`config.mk`:
```
export PLATFORM = sky130hd
export DESIGN_NAME = lsu_mem
export DESIGN_NICKNAME = d
export VERILOG_FILES = /design/src/rtl/lsu_pkg.sv /design/src/rtl/lsu_align.sv /design/src/rtl/lsu_mem.sv
export SDC_FILE = /design/constraint.sdc
export NUM_CORES = 1
export LEC_CHECK = 0
export CAP_MARGIN = 20
export CORE_MARGIN = 2
export CORE_UTILIZATION = 30
export DETAILED_ROUTE_END_ITERATION = 8
export PLACE_DENSITY = 0.63
export SYNTH_ARGS = -nofsm -noshare
export SYNTH_HDL_FRONTEND = slang
export SYNTH_HIERARCHICAL = 1
export SYNTH_SLANG_ARGS = --single-unit
export TNS_END_PERCENT = 100
```
`constraint.sdc`:
```
create_clock -name i_clk -period 4.6 [get_ports i_clk]
set_clock_uncertainty 0.1 [all_clocks]
set_input_delay 1.15 -clock i_clk [delete_from_list [all_inputs] [get_ports i_clk]]
set_output_delay 1.15 -clock i_clk [all_outputs]
set_load 0.02 [all_outputs]
```
`src/rtl/lsu_pkg.sv`:
```
// Shared definitions for the load/store unit.
//   - opt field positions and access-size encodings
//   - FSM state enum
//   - bytes_of(): access size in bytes
package lsu_pkg;

    localparam int unsigned OPT_W        = 4;
    localparam int unsigned OPT_STORE    = 0;
    localparam int unsigned OPT_SIZE_LSB = 1;
    localparam int unsigned OPT_UNSIGNED = 3;
    localparam int unsigned SIZE_W       = 2;

    localparam logic [SIZE_W-1:0] LSU_SZ_B = 2'd0;
    localparam logic [SIZE_W-1:0] LSU_SZ_H = 2'd1;
    localparam logic [SIZE_W-1:0] LSU_SZ_W = 2'd2;
    localparam logic [SIZE_W-1:0] LSU_SZ_D = 2'd3;

    typedef enum logic [1:0] {
        IDLE   = 2'd0,
        REQ    = 2'd1,
        WAIT_R = 2'd2,
        RESP   = 2'd3
    } lsu_state_e;

    // Access size in bytes: 1, 2, 4 or 8.
    function automatic int unsigned bytes_of(input logic [SIZE_W-1:0] size);
        return 32'd1 << size;
    endfunction

endpackage

```
`src/rtl/lsu_align.sv`:
```
// Byte-lane alignment for the LSU (purely combinational).
//   off, size, is_unsigned : access offset within the word, size, load extension mode
//   wdata -> wdata_sh, wstrb : store data moved to its byte lane plus byte enables
//   rdata -> rdata_ext       : load data shifted down, truncated and extended
//   misalign                 : offset not a multiple of the size, or D on a 32-bit unit
module lsu_align
    import lsu_pkg::*;
#(
    parameter int unsigned XLEN = 32
) (
    input  logic [$clog2(XLEN/8)-1:0] off,
    input  logic [SIZE_W-1:0]         size,
    input  logic                      is_unsigned,
    input  logic [XLEN-1:0]           wdata,
    input  logic [XLEN-1:0]           rdata,
    output logic [XLEN-1:0]           wdata_sh,
    output logic [XLEN/8-1:0]         wstrb,
    output logic [XLEN-1:0]           rdata_ext,
    output logic                      misalign
);

    localparam int unsigned STRB_W = XLEN / 8;
    localparam int unsigned OFF_W  = $clog2(STRB_W);
    localparam int unsigned BOFF_W = $clog2(XLEN);
    localparam bit          D_OK   = (XLEN == 64);

    logic [BOFF_W-1:0] bit_off;
    logic [STRB_W:0]   size_mask;
    logic [OFF_W-1:0]  low_mask;
    logic [XLEN-1:0]   rshift;

    assign bit_off  = {off, 3'b000};

    // One extra bit so a full-width access (1 << STRB_W) - 1 still fits.
    assign size_mask = ((STRB_W+1)'(1) << bytes_of(size)) - (STRB_W+1)'(1);
    assign wstrb     = STRB_W'(size_mask << off);
    assign wdata_sh  = wdata << bit_off;

    assign low_mask  = OFF_W'(bytes_of(size) - 32'd1);
    assign misalign  = ((off & low_mask) != '0) || (!D_OK && (size == LSU_SZ_D));

    assign rshift    = rdata >> bit_off;

    // Truncate to the access size, then sign- or zero-extend.
    always_comb begin
        rdata_ext = rshift;
        case (size)
            LSU_SZ_B: rdata_ext = is_unsigned ? XLEN'(rshift[7:0])  : XLEN'($signed(rshift[7:0]));
            LSU_SZ_H: rdata_ext = is_unsigned ? XLEN'(rshift[15:0]) : XLEN'($signed(rshift[15:0]));
            LSU_SZ_W: rdata_ext = is_unsigned ? XLEN'(rshift[31:0]) : XLEN'($signed(rshift[31:0]));
            default:  rdata_ext = rshift;
        endcase
    end

endmodule

```
`src/rtl/lsu_mem.sv`:
```
// Multi-cycle load/store unit between the EXU and a req/gnt/rvalid data-memory port.
//   EXU side : i_valid/o_ready accept, i_opt/i_addr/i_wdata request,
//              o_valid pulse with o_rdata and o_misalign
//   Mem side : o_mem_req/we/addr/wdata/wstrb held from registers until i_mem_gnt,
//              load data returned on i_mem_rvalid/i_mem_rdata
//   i_clk, i_rst (asynchronous, active-high)
module lsu_mem
    import lsu_pkg::*;
#(
    parameter int unsigned XLEN = 32
) (
    input  logic                i_clk,
    input  logic                i_rst,
    input  logic                i_valid,
    output logic                o_ready,
    input  logic [OPT_W-1:0]    i_opt,
    input  logic [XLEN-1:0]     i_addr,
    input  logic [XLEN-1:0]     i_wdata,
    output logic                o_valid,
    output logic [XLEN-1:0]     o_rdata,
    output logic                o_misalign,
    output logic                o_mem_req,
    output logic                o_mem_we,
    output logic [XLEN-1:0]     o_mem_addr,
    output logic [XLEN-1:0]     o_mem_wdata,
    output logic [XLEN/8-1:0]   o_mem_wstrb,
    input  logic                i_mem_gnt,
    input  logic                i_mem_rvalid,
    input  logic [XLEN-1:0]     i_mem_rdata
);

    localparam int unsigned STRB_W = XLEN / 8;
    localparam int unsigned OFF_W  = $clog2(STRB_W);

    lsu_state_e        state;
    lsu_state_e        state_nxt;
    logic [OPT_W-1:0]  opt_q;
    logic [OFF_W-1:0]  off_q;
    logic              accept;
    logic              is_store_in;

    logic [OFF_W-1:0]  al_off;
    logic [SIZE_W-1:0] al_size;
    logic              al_uns;
    logic [XLEN-1:0]   al_wdata_sh;
    logic [STRB_W-1:0] al_wstrb;
    logic [XLEN-1:0]   al_rdata_ext;
    logic              al_misalign;

    assign accept      = i_valid && (state == IDLE);
    assign is_store_in = i_opt[OPT_STORE];

    // In IDLE the aligner sees the incoming request; afterwards the latched one for load return.
    assign al_off  = (state == IDLE) ? i_addr[OFF_W-1:0] : off_q;
    assign al_size = (state == IDLE) ? i_opt[OPT_SIZE_LSB +: SIZE_W] : opt_q[OPT_SIZE_LSB +: SIZE_W];
    assign al_uns  = (state == IDLE) ? i_opt[OPT_UNSIGNED] : opt_q[OPT_UNSIGNED];

    lsu_align #(.XLEN(XLEN)) u_align (
        .off         (al_off),
        .size        (al_size),
        .is_unsigned (al_uns),
        .wdata       (i_wdata),
        .rdata       (i_mem_rdata),
        .wdata_sh    (al_wdata_sh),
        .wstrb       (al_wstrb),
        .rdata_ext   (al_rdata_ext),
        .misalign    (al_misalign)
    );

    // State register.
    always_ff @(posedge i_clk or posedge i_rst) begin
        if (i_rst) begin
            state <= IDLE;
        end else begin
            state <= state_nxt;
        end
    end

    // Next-state logic.
    always_comb begin
        state_nxt = state;
        case (state)
            IDLE:    if (i_valid)      state_nxt = al_misalign ? RESP : REQ;
            REQ:     if (i_mem_gnt)    state_nxt = opt_q[OPT_STORE] ? RESP : WAIT_R;
            WAIT_R:  if (i_mem_rvalid) state_nxt = RESP;
            RESP:                      state_nxt = IDLE;
            default:                   state_nxt = IDLE;
        endcase
    end

    // State-decoded handshake outputs.
    always_comb begin
        o_ready   = 1'b0;
        o_mem_req = 1'b0;
        o_valid   = 1'b0;
        case (state)
            IDLE:    o_ready   = 1'b1;
            REQ:     o_mem_req = 1'b1;
            RESP:    o_valid   = 1'b1;
            default: ;
        endcase
    end

    // Request and response registers; the memory bus is only loaded for aligned accesses.
    always_ff @(posedge i_clk or posedge i_rst) begin
        if (i_rst) begin
            opt_q       <= '0;
            off_q       <= '0;
            o_misalign  <= 1'b0;
            o_rdata     <= '0;
            o_mem_we    <= 1'b0;
            o_mem_addr  <= '0;
            o_mem_wdata <= '0;
            o_mem_wstrb <= '0;
        end else begin
            if (accept) begin
                opt_q      <= i_opt;
                off_q      <= i_addr[OFF_W-1:0];
                o_misalign <= al_misalign;
                o_rdata    <= '0;
                if (!al_misalign) begin
                    o_mem_we    <= is_store_in;
                    o_mem_addr  <= i_addr & ~XLEN'(STRB_W - 1);
                    o_mem_wdata <= is_store_in ? al_wdata_sh : '0;
                    o_mem_wstrb <= is_store_in ? al_wstrb : '0;
                end else begin
                    o_mem_we    <= 1'b0;
                    o_mem_wstrb <= '0;
                end
            end
            if ((state == WAIT_R) && i_mem_rvalid) begin
                o_rdata <= al_rdata_ext;
            end
        end
    end

endmodule

```
== Word level (Yosys, flattened, before mapping) ==
Cells that the tools add are included.

* Bits in writable memories: 0
* Input port bits: 105
* Output and inout bits: 105
* Logic and storage cells: 56
* Bits in latches: 0
* Register bits after elaboration: 108
* Bits in read-only memories: 0
* Memories: 0

* Div/mod/pow operators: 0
* Multipliers: 0
* Magnitude comparators: 0
* Reduce and logical (&&, ||, !) cells: 9
* Shifts and indexed selects: 5
* Equal/unequal tests: 8
* Bitwise logic cells: 2
* Add/sub/neg operators: 2
* Multiplexer cells: 21

{| class="wikitable"
|+ Operator list
! cell !! number
|-
| $mux W32 || 5
|-
| $pmux W32 S2 || 1
|-
| $shl A1 B2 Y32 const A || 1
|-
| $shl A1 B32 Y5 const A || 1
|-
| $shl A32 B5 Y32 || 1
|-
| $shr A32 B5 Y32 || 1
|-
| $mux W2 || 6
|-
| $mux W4 || 2
|-
| $pmux W2 S4 || 1
|-
| $eq A2 B2 Y1 const B || 3
|-
| $mux W1 || 6
|-
| $ne A2 B2 Y1 const B || 3
|-
| $shl A5 B2 Y4 || 1
|-
| $sub A5 B2 Y5 const B || 1
|-
| $eq A2 B1 Y1 const B || 2
|-
| $logic_not A2 Y1 || 2
|-
| $reduce_bool A2 Y1 || 2
|-
| $reduce_and A3 Y1 || 1
|-
| $and A2 B2 Y2 || 1
|-
| $logic_and A1 B1 Y1 || 2
|-
| $reduce_and A2 Y1 || 1
|-
| $sub A2 B1 Y2 const B || 1
|-
| $logic_or A1 B1 Y1 || 1
|-
| $not A1 Y1 || 1
|}

== Logic depth before layout (Yosys ltp) ==
Gate-level depths: netlist (run 1).

* Depth in word-level cells: 10
* Depth in mapped cells: 15
* Mapped depth without buffers: 11

== By module ==
Netlist (run 1), hierarchy kept.

{| class="wikitable"
|+ By module, submodules not included
! module !! sequential area each (um^2) !! cells each !! area each (um^2) !! instances
|-
| lsu_mem || 2,702.6 || 334 || 4,269.1 || 1
|-
| lsu_align || 0.0 || 209 || 1,320.0 || 1
|}

== Worst setup path after synthesis (run 1) ==
Ideal clock, no wire load.

* Path type: input to register
* From: in i_opt[2]
* To: reg o_mem_addr[2]
* Arrival: 3,045 ps
* Stages on the path: 11
* Slack: 1,330 ps
* Cell sequence: mux2_2 > or2_1 > buf_2 > inv_2 > ha_1 > o21ai_0 > nand3_1 > nand3b_2 > buf_4 > buf_6 > mux2_4

* Cells in the longest elaborated chain, start to end: 8
* Elaborated cells on any way between the ends: 9
* Classes of those cells: add/sub: 1; eq/ne: 1; shift: 1; mux: 1; bitwise: 2; reduce/logical: 3

{| class="wikitable"
|+ Ends and longest elaborated chain
! item !! line !! RTL
|-
| start: declaration || lsu_mem.sv:16 || <nowiki>input logic [OPT_W-1:0] i_opt,</nowiki>
|-
| $mux W2 * || lsu_mem.sv:55 || <nowiki>assign al_size = (state == IDLE) ? i_opt[OPT_SIZE_LSB +: SIZE_W] : opt_q[OPT_SIZE_LSB +: SIZE_W];</nowiki>
|-
| $shl A1 B2 Y32 || lsu_pkg.sv:27 || <nowiki>return 32'd1 << size;</nowiki>
|-
| $sub A2 B1 Y2 || lsu_align.sv:39 || <nowiki>assign low_mask = OFF_W'(bytes_of(size) - 32'd1);</nowiki>
|-
| $and A2 B2 Y2 || lsu_align.sv:40 || <nowiki>assign misalign = ((off & low_mask) != '0) || (!D_OK && (size == LSU_SZ_D));</nowiki>
|-
| $reduce_bool A2 Y1 || lsu_align.sv:40 ||
|-
| $logic_or A1 B1 Y1 * || lsu_align.sv:40 ||
|-
| via al_misalign || lsu_mem.sv:48 || <nowiki>logic al_misalign;</nowiki>
|-
| $not A1 Y1 (no line) * || - ||
|-
| $reduce_and A2 Y1 (no line) * || - ||
|-
| end signal: assignment || lsu_mem.sv:123 || <nowiki>o_mem_addr <= i_addr & ~XLEN'(STRB_W - 1);</nowiki>
|-
| end: declaration || lsu_mem.sv:24 || <nowiki>output logic [XLEN-1:0] o_mem_addr,</nowiki>
|}

Mark *: on every way through the listed nets, which the timed path passes. The rest lies on a longest branch.
A chain may end at the register's enable or synchronous reset.

== Worst setup path after layout (run 1) ==
* From: in i_opt[2]
* To: reg o_mem_addr[24]

* Cells in the longest elaborated chain, start to end: 8
* Elaborated cells on any way between the ends: 9
* Classes of those cells: add/sub: 1; eq/ne: 1; shift: 1; mux: 1; bitwise: 2; reduce/logical: 3

{| class="wikitable"
|+ Ends and longest elaborated chain
! item !! line !! RTL
|-
| $mux W2 * || lsu_mem.sv:55 ||
|-
| via al_size[1] || lsu_mem.sv:43 || <nowiki>logic [SIZE_W-1:0] al_size;</nowiki>
|-
| $shl A1 B2 Y32 || lsu_pkg.sv:27 ||
|-
| $sub A2 B1 Y2 || lsu_align.sv:39 ||
|-
| $and A2 B2 Y2 || lsu_align.sv:40 ||
|-
| $reduce_bool A2 Y1 || lsu_align.sv:40 ||
|-
| $logic_or A1 B1 Y1 * || lsu_align.sv:40 ||
|-
| via al_misalign || lsu_mem.sv:48 ||
|-
| $not A1 Y1 (no line) * || - ||
|-
| $reduce_and A2 Y1 (no line) * || - ||
|}

Marked as above.

==> metrics, run 1 <==
TritonCTS clock tree=done; Place WS=between 0.5 and 0.6 ns; #FFs+latches synth=between 100 and 150; arrival time worst endpoint=3.81 ns; post-layout util=approximately 45%; total gr overflow=0; minimum setup slack among reg-to-reg paths=0.93 ns; Psw=2.351 mW; Worst Hold Path Cells=2; Starting Density=30.80%; Sw Ratio=42.12%; ant diodes=0; post-layout minimum cycle time=3.674 ns; final wirelength=17.38 mm; Total Power=5.581 mW; Min Hold Slack=0.3860 ns; vias per cell=4.959; die width=140.5 µm; max_slew headroom=52.19%; antenna-violating nets left=0; clock root buffer master=clkbuf_16; Hold Crit Class=reg2reg; PortBufs=207; HP Start=o_mem_wdata[31]; Critical Path RT=4.73 ns; Worst R2R End=o_mem_addr[16]; Min-Delay Endpoint=o_mem_wdata[31]; core region area=0.01815 mm²; Iter 0 DRT Violations=259; filler-free cell count of the finished design=965; CP max FO=30; final setup vio count=0; status=finished, final reports clean; fillcell total=1724; Placed Cells=949; die area=0.01974 mm²; critical path class=in2reg; Pint=around 3.2 mW; Worst-Skew Late Latency=0.35 ns; placed inst area=0.007853 mm²; total negative slack=0 ns; prevailing post-synth register cell=dfrtp_1; Design Area, Final=slightly above 0.008 mm²; vias in the first global route=a little under 5000; setup bufs post-CTS=0; Post-synth ARST share=100.0%; final net count=about 840; crit-path cells=clkdlybuf4s50_1 > mux2_2 > or2_1 > inv_2 > ha_1 > o21ai_0 > nand3_1 > nand3b_4 > buf_12 > mux2_1; Final Cycle Share=79.88%; I/O pins=210; initial antenna violation count=1; combinational power share=59.1%; power density over the cells=686.0 mW/mm²; register area share after synthesis=48.35%; mux contribution to synthesized area=roughly 15%; clock network power share=around 14%; largest net degree at the start of global routing=55; Max Freq=272.2 MHz; Site Rows=49; Placer Congestion=0.8853; share of layout cells above drive strength 1=between 10% and 20%; reg2reg start=state[0]; Critical Path Sink Type=flip-flop; Final Hold Fails=0; Syn Std Cell Area=0.005589 mm²; Avg Inst Size Synth=10.29 µm²; Synth Area in Compound Gates=17.08%; Tot GR Track Use=between 10% and 20%; Synth Instances=around 540; crit path launch type=input pin; DP Wirelength=13.03 mm; slowest CP cell=clkdlybuf4s50_1; Layout Area Growth over Synthesis=45.58%; drt pass-1 iters=6; Post-synth EDFFs=0; Max-Cap Viols=0; post-synthesis adder-cell area fraction=1.791%; htree depth=3; unrepaired setup endpoints after global routing=false; P_leak=3.536 nW; Slew Limit Fails=0; Remaining DRCs=0; worst slew pin tran=0.7171 ns; clock slew at reported path FFs=about 0.07 ns; XOR/XNOR share of the synthesized area=0.1567%; vias=4785; post-synthesis cell type count=37; CTS Buf Count=9; Clock Path Buffers=2; Vert. Die Dim=140.5 µm; final worst-path setup slack=between 0.9 and 1 ns; CTS resizes=0; first-pass GRT wire length=27.30 mm; Post-Synth Simple-Gate Area=12.56%; register share of total power=27.4%; R2R depth=11; largest family of logic cells by synthesized area=compound AO/OA/AOI/OAI gates; WL per Instance=18.01 µm; peak supply drop=about 0.48 mV; Warnings, synthesis=6; max incr delay on CP=~0.48 ns; hold buffers post-CTS=0; CTS Sinks=108
-- cells in the mapped netlist (6+ instances only) --
master | number | area (µm²)
a22o_1 | 33 | 289.0
o21ai_0 | 56 | 280.3
nor2_1 | 16 | 60.06
a21oi_1 | 26 | 130.1
mux2_1 | 6 | 67.56
a211oi_1 | 16 | 120.1
buf_4 | 6 | 45.04
mux2_4 | 11 | 165.2
mux2_2 | 25 | 281.5
and2_1 | 17 | 106.4
ha_1 | 8 | 100.1
mux2i_1 | 34 | 340.3
buf_2 | 18 | 90.09
nand2_1 | 92 | 345.3
nor2b_1 | 19 | 118.9
clkbuf_1 | 17 | 63.81
dfrtp_1 | 108 | 2703
-- state kept, by name (all words and copies together) (netlist names) --
name         flops
opt_q            4
o_mem_we         1
o_misalign       1
o_mem_wdata     32
o_mem_addr      30
o_mem_wstrb      4
o_rdata         32
state            2
off_q            2
-- worst max path at each step --
stage	from	endpoint	depth (start not counted)
5_1_grt	state[1]	o_mem_addr[16]	11
2_1_floorplan	i_rst	o_mem_addr[10]	1
6_report	i_opt[2]	o_mem_addr[24]	10
3_5_place_dp	i_opt[2]	o_mem_addr[24]	10
3_3_place_gp	i_opt[2]	o_mem_addr[24]	10
4_1_cts	state[1]	o_mem_addr[10]	11
-- cell families (layout without fill, tap and decap cells) --
kind of cell / Yosys count / in the layout
compound gates: 144 / 144
simple gates: 155 / 155
fa+ha+maj: 8 / 8
other cells: 1 / 2
flops: 108 / 108
buf+inv: 50 / 242
mux: 76 / 76
xor+xnor: 1 / 1
-- worst max-delay path: cells and delay by family --
kind	cells	cell delay [ns]
multiplexers	2	0.54
adder cells (fa/ha/maj)	1	0.25
AND/OR/NAND/NOR	3	0.77
AO/OA/AOI/OAI	1	0.19
buffers and inverters	3	0.89
-- routing by layer --
metal  track usage, %  vias up  wire length (µm)
met3            4.034       15              1416
met2            29.33      211              8273
met4            5.053        0               224
met1            22.92     2292              7469
met5                0        -                 0
li1                 -     2267                 -
-- layout by cell type, fill, tap and decap left out, types with 16 or more instances in the layout --
cell / count
dfrtp_1: 108
nor2b_1: 19
mux2i_1: 34
and2_1: 17
mux2_2: 24
nor2_1: 16
nand2_1: 92
a21oi_1: 26
o21ai_0: 56
a211oi_1: 16
a22o_1: 33
clkdlybuf4s50_1: 207
-- power by group through the flow --
stage	Clock (mW)	Combinational [mW]	Sequential, mW
4_1_cts	0.777	3.32	1.53
6_report	0.757	3.30	1.53
2_1_floorplan	0	1.75	1.90
3_3_place_gp	0	3.26	1.54
5_1_grt	0.813	3.57	1.57
3_5_place_dp	0	3.31	1.55
-- area by class of cell --
cell class	instances	area [µm²]	share of cell area (%)
clock buffer	10	239.0	2.937
clock inverter	6	45.04	0.5536
inverter	5	21.27	0.2614
multi-input combinational	386	2640	32.45
sequential	108	2703	33.22
tap	229	286.5	3.521
timing repair buffer	221	2202	27.06
No activity file was read; power rests on OpenSTA's default activity.
==> run 2: changes to the inputs <==
- clock period: 4.6 -> 3.5 ns (I/O delays scaled with it)
==> run 2 against run 1 <==
Against the previous run: final cell count grew 0.21%; highest routed layer unchanged; core utilization grew 0.17 points; sequential cell count is the same; largest power group unchanged; wire length grew 2.3%; non-clock buffer count grew 2.
==> metrics, run 2 (synthesis results as in run 1) <==
CTS Buf Count=9 (unchanged); CTS resizes=0 (unchanged); vias in the first global route=4999 (+3.3%); Final Hold Fails=0 (unchanged); first-pass GRT wire length=28.08 mm (+2.9%); CP startpoint=state[0]; Critical Path Sink Type=primary output; register area=0.002703 mm² (unchanged); Min Hold Slack=0.3844 ns (-0.001578 ns); Slew Limit Fails=0 (unchanged); Layout Area Growth over Synthesis=46.12%; Critical Path RT=2.52 ns (-2.21 ns); Placed Cells=951 (+0.21%); area of the multi-input gates=0.002640 mm² (unchanged); Remaining DRCs=0 (unchanged); total gr overflow=0 (unchanged); Starting Density=30.80% (unchanged); core region area=0.01815 mm² (unchanged); CP max FO=8 (-73%); WL per Instance=18.38 µm (+2.1%); Vert. Die Dim=140.5 µm (unchanged); Clock Path Buffers=2 (unchanged); drt pass-1 iters=5 (-1); critical path class=reg2out; max_slew headroom=53.08% (+0.89 points); clock slew at reported path FFs=0.07 ns (about the same); die width=140.5 µm (unchanged); slowest CP cell=clkdlybuf4s50_1; ant diodes=0 (unchanged); Iter 0 DRT Violations=228 (-12%); vias per cell=4.961 (about the same); die area=0.01974 mm² (unchanged); largest net degree at the start of global routing=109 (+98%); R2R depth=11 (unchanged); worst slew pin tran=0.7024 ns (-0.01474 ns); final net count=846 (+0.24%); Worst Setup EP=o_ready; Worst R2R End=o_mem_addr[20]; vias=4797 (+0.25%); Site Rows=49 (unchanged); CTS Sinks=108 (unchanged); critical path's top delay family=buffers and inverters; antenna-violating nets left=0 (unchanged); final wirelength=17.78 mm (+2.3%); initial antenna violation count=0 (-1); htree depth=3 (unchanged); TritonCTS clock tree=done; reg2reg start=state[0]; Sw Ratio=42.02% (-0.10 points); status=finished, final reports clean; DP Wirelength=13.13 mm (+0.78%); Design Area, Final=0.008167 mm² (+0.37%); placed inst area=0.007881 mm² (+0.37%); Tot GR Track Use=18.03% (+0.47 points); Pint=4.286 mW (+33%); HP Start=o_mem_wdata[29]; unrepaired setup endpoints after global routing=false; power density over the cells=905.1 mW/mm² (+32%); most frequent cells in the layout=clkdlybuf4s50_1, dfrtp_1, nand2_1; peak supply drop=0.5613 mV (+17%); Max-Cap Viols=0 (unchanged); max incr delay on CP=0.62 ns (+0.14 ns); P_leak=3.552 nW (+0.47%); hold buffers post-CTS=0 (unchanged); Hold Crit Class=reg2reg; filler-free cell count of the finished design=967 (+0.21%); CP Depth=4 (-6); PortBufs=207 (unchanged); Total Power=7.391 mW (+32%); I/O pins=210 (unchanged); Placer Congestion=0.8509 (-3.9%); clock network power share=13.6% (about the same); crit path launch type=flip-flop; register share of total power=27.1% (-0.3 points); post-layout minimum cycle time=3.035 ns; setup bufs post-CTS=0 (unchanged); most common cell after layout, fill and taps aside=clkdlybuf4s50_1; minimum setup slack among reg-to-reg paths=0.52 ns (-0.41 ns); combinational power share=59.2% (about the same); arrival time worst endpoint=2.06 ns (-1.75 ns); final setup vio count=0 (unchanged); total negative slack=0 ns (unchanged); Max Freq=329.5 MHz; Worst-Skew Late Latency=0.35 ns (about the same); Final Cycle Share=around 87%; biggest regs=o_mem_wdata (32), o_rdata (32), o_mem_addr (30); fillcell total=1686 (-2.2%); share of layout cells above drive strength 1=10.16% (+0.11 points); crit-path cells=inv_1 > ha_1 > buf_4 > clkdlybuf4s50_1; worst path bufs/invs=3 (unchanged); clock root buffer master=clkbuf_16; Psw=3.106 mW (+32%)
-- run 2: cell count changes in the layout (fill, tap and decap cells not counted), sizes merged --
cell and change:
buf +2, clkinvlp -1, clkbuf +1
-- run 2: layout make-up --
class / count / share of cell area [%]
repair buffers: 223 / 27.30
multi-input cells: 386 / 32.33
well taps: 229 / 3.509
inverters: 5 / 0.2758
clock buffers: 11 / 2.972
clock inverters: 5 / 0.5209
flip-flops and latches: 108 / 33.09
-- run 2: worst min-delay path by stage --
stage                 endpoint  slack, ns  depth (start not counted)
2_1_floorplan         opt_q[3]       0.38                          1
3_3_place_gp   o_mem_wdata[31]       0.36                          2
3_5_place_dp   o_mem_wdata[29]       0.37                          2
4_1_cts        o_mem_wdata[29]       0.39                          2
5_1_grt         o_mem_addr[29]       0.40                          1
6_report       o_mem_wdata[29]       0.38                          2
-- run 2: per-stage QoR --
step | setup slack, ns | util (%)
after detailed placement | 0.1790 | 43.43
after floorplan | 0.2795 | -
after CTS | 0.4313 | 45.00
after global routing | 0.2954 | 45.00
final | 0.4654 | 45.00
after global placement | 0.1964 | 43.43
-- run 2: worst min-delay path, stage by stage (launching register included) --
cell and delay, ns:
dfrtp_1 0.35, nand2_1 0.05, o21ai_0 0.06
-- run 2: metal layers --
layer	up-vias	share of wire, %	global-route usage, %
met4	0	0.98	3.421
met3	11	7.8	4.889
li1	2272	-	-
met1	2305	43	22.96
met5	-	0	0
met2	209	48	31.09
-- run 2: power groups by stage --
stage,Combinational [mW],Sequential [mW],Clock (mW)
floorplan,2.29,2.49,0
CTS,4.41,2.02,1.04
global route,4.77,2.07,1.08
detailed placement,4.40,2.03,0
global placement,4.33,2.03,0
finish,4.38,2.01,1.01
==> run 3: changes to the inputs <==
- CELL_PAD_IN_SITES_DETAIL_PLACEMENT: unset -> 1
- CELL_PAD_IN_SITES_GLOBAL_PLACEMENT: unset -> 1
- PLACE_DENSITY: 0.63 -> 0.79
==> run 3 against run 2 <==
Against the previous run: non-clock buffer count rose by 1; sequential share of layout area fell by 0.23 points; wire length rose by 5.9%; clock power rose by 14%; sequential cell count did not move; core utilization rose by 0.31 points; via count rose by 2.1%; die area did not move.
==> metrics, run 3 (synthesis results as in run 1) <==
clock root buffer master=clkbuf_16; Metal-1 WL=8.227 mm (+6.9%); Final Cycle Share=91.75% (+5.1 points); antenna-violating nets left=0 (unchanged); crit path launch type=flip-flop; Final Hold Fails=0 (unchanged); final wirelength=18.82 mm (+5.9%); final setup vio count=0 (unchanged); PortBufs=207 (unchanged); post-layout minimum cycle time=3.211 ns (+0.1768 ns); final net count=847 (+0.12%); area of the multi-input gates=0.002640 mm² (unchanged); Worst-Skew Late Latency=0.36 ns (about the same); vias per cell=5.058 (+2.0%); CP max FO=46 (+38); P_leak=3.578 nW (+0.73%); core region area=0.01815 mm² (unchanged); Remaining DRCs=0 (unchanged); vias=4896 (+2.1%); Starting Density=30.80% (unchanged); DP Wirelength=14.10 mm (+7.4%); Tot GR Track Use=18.98% (+0.95 points); hold buffers post-CTS=0 (unchanged); register area=0.002703 mm² (unchanged); first-pass GRT wire length=29.48 mm (+5.0%); post-layout util=45.31% (+0.31 points); Layout Area Growth over Synthesis=47.12%; Critical Path RT=3.64 ns (+1.12 ns); peak supply drop=0.4392 mV (-22%); share of layout cells above drive strength 1=10.42% (+0.26 points); Hold Crit Class=reg2reg; I/O pins=210 (unchanged); CTS resizes=0 (unchanged); Clock Path Buffers=2 (unchanged); worst slew pin tran=0.7478 ns (+0.04539 ns); total gr overflow=0 (unchanged); met2 WL=9.253 mm (+8.7%); htree depth=3 (unchanged); Max Freq=311.4 MHz (-5.5%); Site Rows=49 (unchanged); biggest regs=o_mem_wdata (32), o_rdata (32), o_mem_addr (30); Slew Limit Fails=0 (unchanged); die width=140.5 µm (unchanged); most common cell after layout, fill and taps aside=clkdlybuf4s50_1; Vert. Die Dim=140.5 µm (unchanged); initial antenna violation count=1 (+1); ant diodes=0 (unchanged); CTS Sinks=108 (unchanged); setup bufs post-CTS=0 (unchanged); CTS Buf Count=9 (unchanged); total negative slack=0 ns (unchanged); Placer Congestion=0.8825 (+3.7%); critical path class=reg2reg; drt pass-1 iters=4 (-1); Top Metal Used=met4; most frequent cells in the layout=clkdlybuf4s50_1, dfrtp_1, nand2_1; max_slew headroom=50.04% (-3.0 points); WL per Instance=19.44 µm (+5.8%); clock slew at reported path FFs=0.08 ns (about the same); Iter 0 DRT Violations=177 (-22%); Critical Path Sink Type=flip-flop; unrepaired setup endpoints after global routing=false; arrival time worst endpoint=3.35 ns (+1.29 ns); die area=0.01974 mm² (unchanged); power density over the cells=926.2 mW/mm² (+2.3%); fillcell total=2003 (+19%); status=finished, final reports clean; met3 wire len=1.170 mm (-16%); Worst Hold Path Cells=2 (unchanged); largest net degree at the start of global routing=49 (-55%); Max-Cap Viols=0 (unchanged); TritonCTS clock tree=done; R2R depth=11 (unchanged); vias in the first global route=5255 (+5.1%)
[run 3: area by class of cell]
type                    count  share of cell area [%]
repair buffers            224                   27.21
inverters                   5                  0.2739
well taps                 229                   3.484
clock inverters             6                   1.156
flip-flops and latches    108                   32.87
multi-input cells         386                   32.11
clock buffers              10                   2.906
[run 3: report_power, final]
part           internal [mW]  switching, mW  total, mW  leakage [nW]
Sequential              1.72          0.291       2.02          1.39
Clock                  0.655          0.492       1.15         0.157
Combinational           2.06           2.40       4.45          2.03
[run 3: final timing paths]
kind                                 startpoint         endpoint  slack [ns]
worst max-delay path                   state[1]   o_mem_addr[10]        0.29
worst min-delay path            o_mem_wdata[31]  o_mem_wdata[31]        0.39
worst max register to register         state[1]   o_mem_addr[10]        0.29
worst min register to register  o_mem_wdata[31]  o_mem_wdata[31]        0.39
max in group asynchronous                 i_rst   o_mem_wstrb[2]        1.56
min in group asynchronous                 i_rst    o_mem_addr[5]        0.90
[run 3: per-stage QoR]
stage               setup slack, ns  area, µm²  total power [mW]  instances  hold WS [ns]
finish                       0.2886       8223             7.616        968        0.3858
global route                 0.1088       8223             8.128        968        0.4100
CTS                          0.2766       8223             7.697        968        0.3874
detailed placement          0.08983       7889             6.489        952        0.3706
global placement             0.1627       7889             6.331        952        0.3631
floorplan                    0.2795       5597             4.786        544        0.3753
[run 3: critical path: stages (launching register included)]
cell      delay [ns]
dfrtp_1         0.44
inv_1           0.17
ha_1            0.36
mux2_2          0.44
nand2b_1        0.22
inv_1           0.10
ha_1            0.16
o21ai_0         0.11
nand3_1         0.15
nand3b_4        0.19
buf_12          0.26
mux2_2          0.37
[run 3: per-layer routing]
layer  global-route usage (%)  vias to the layer above
met1                    24.17                     2420
met2                    33.20                      182
met3                    4.000                       12
met4                    4.368                        0
li1                         -                     2282
met5                        0                        -
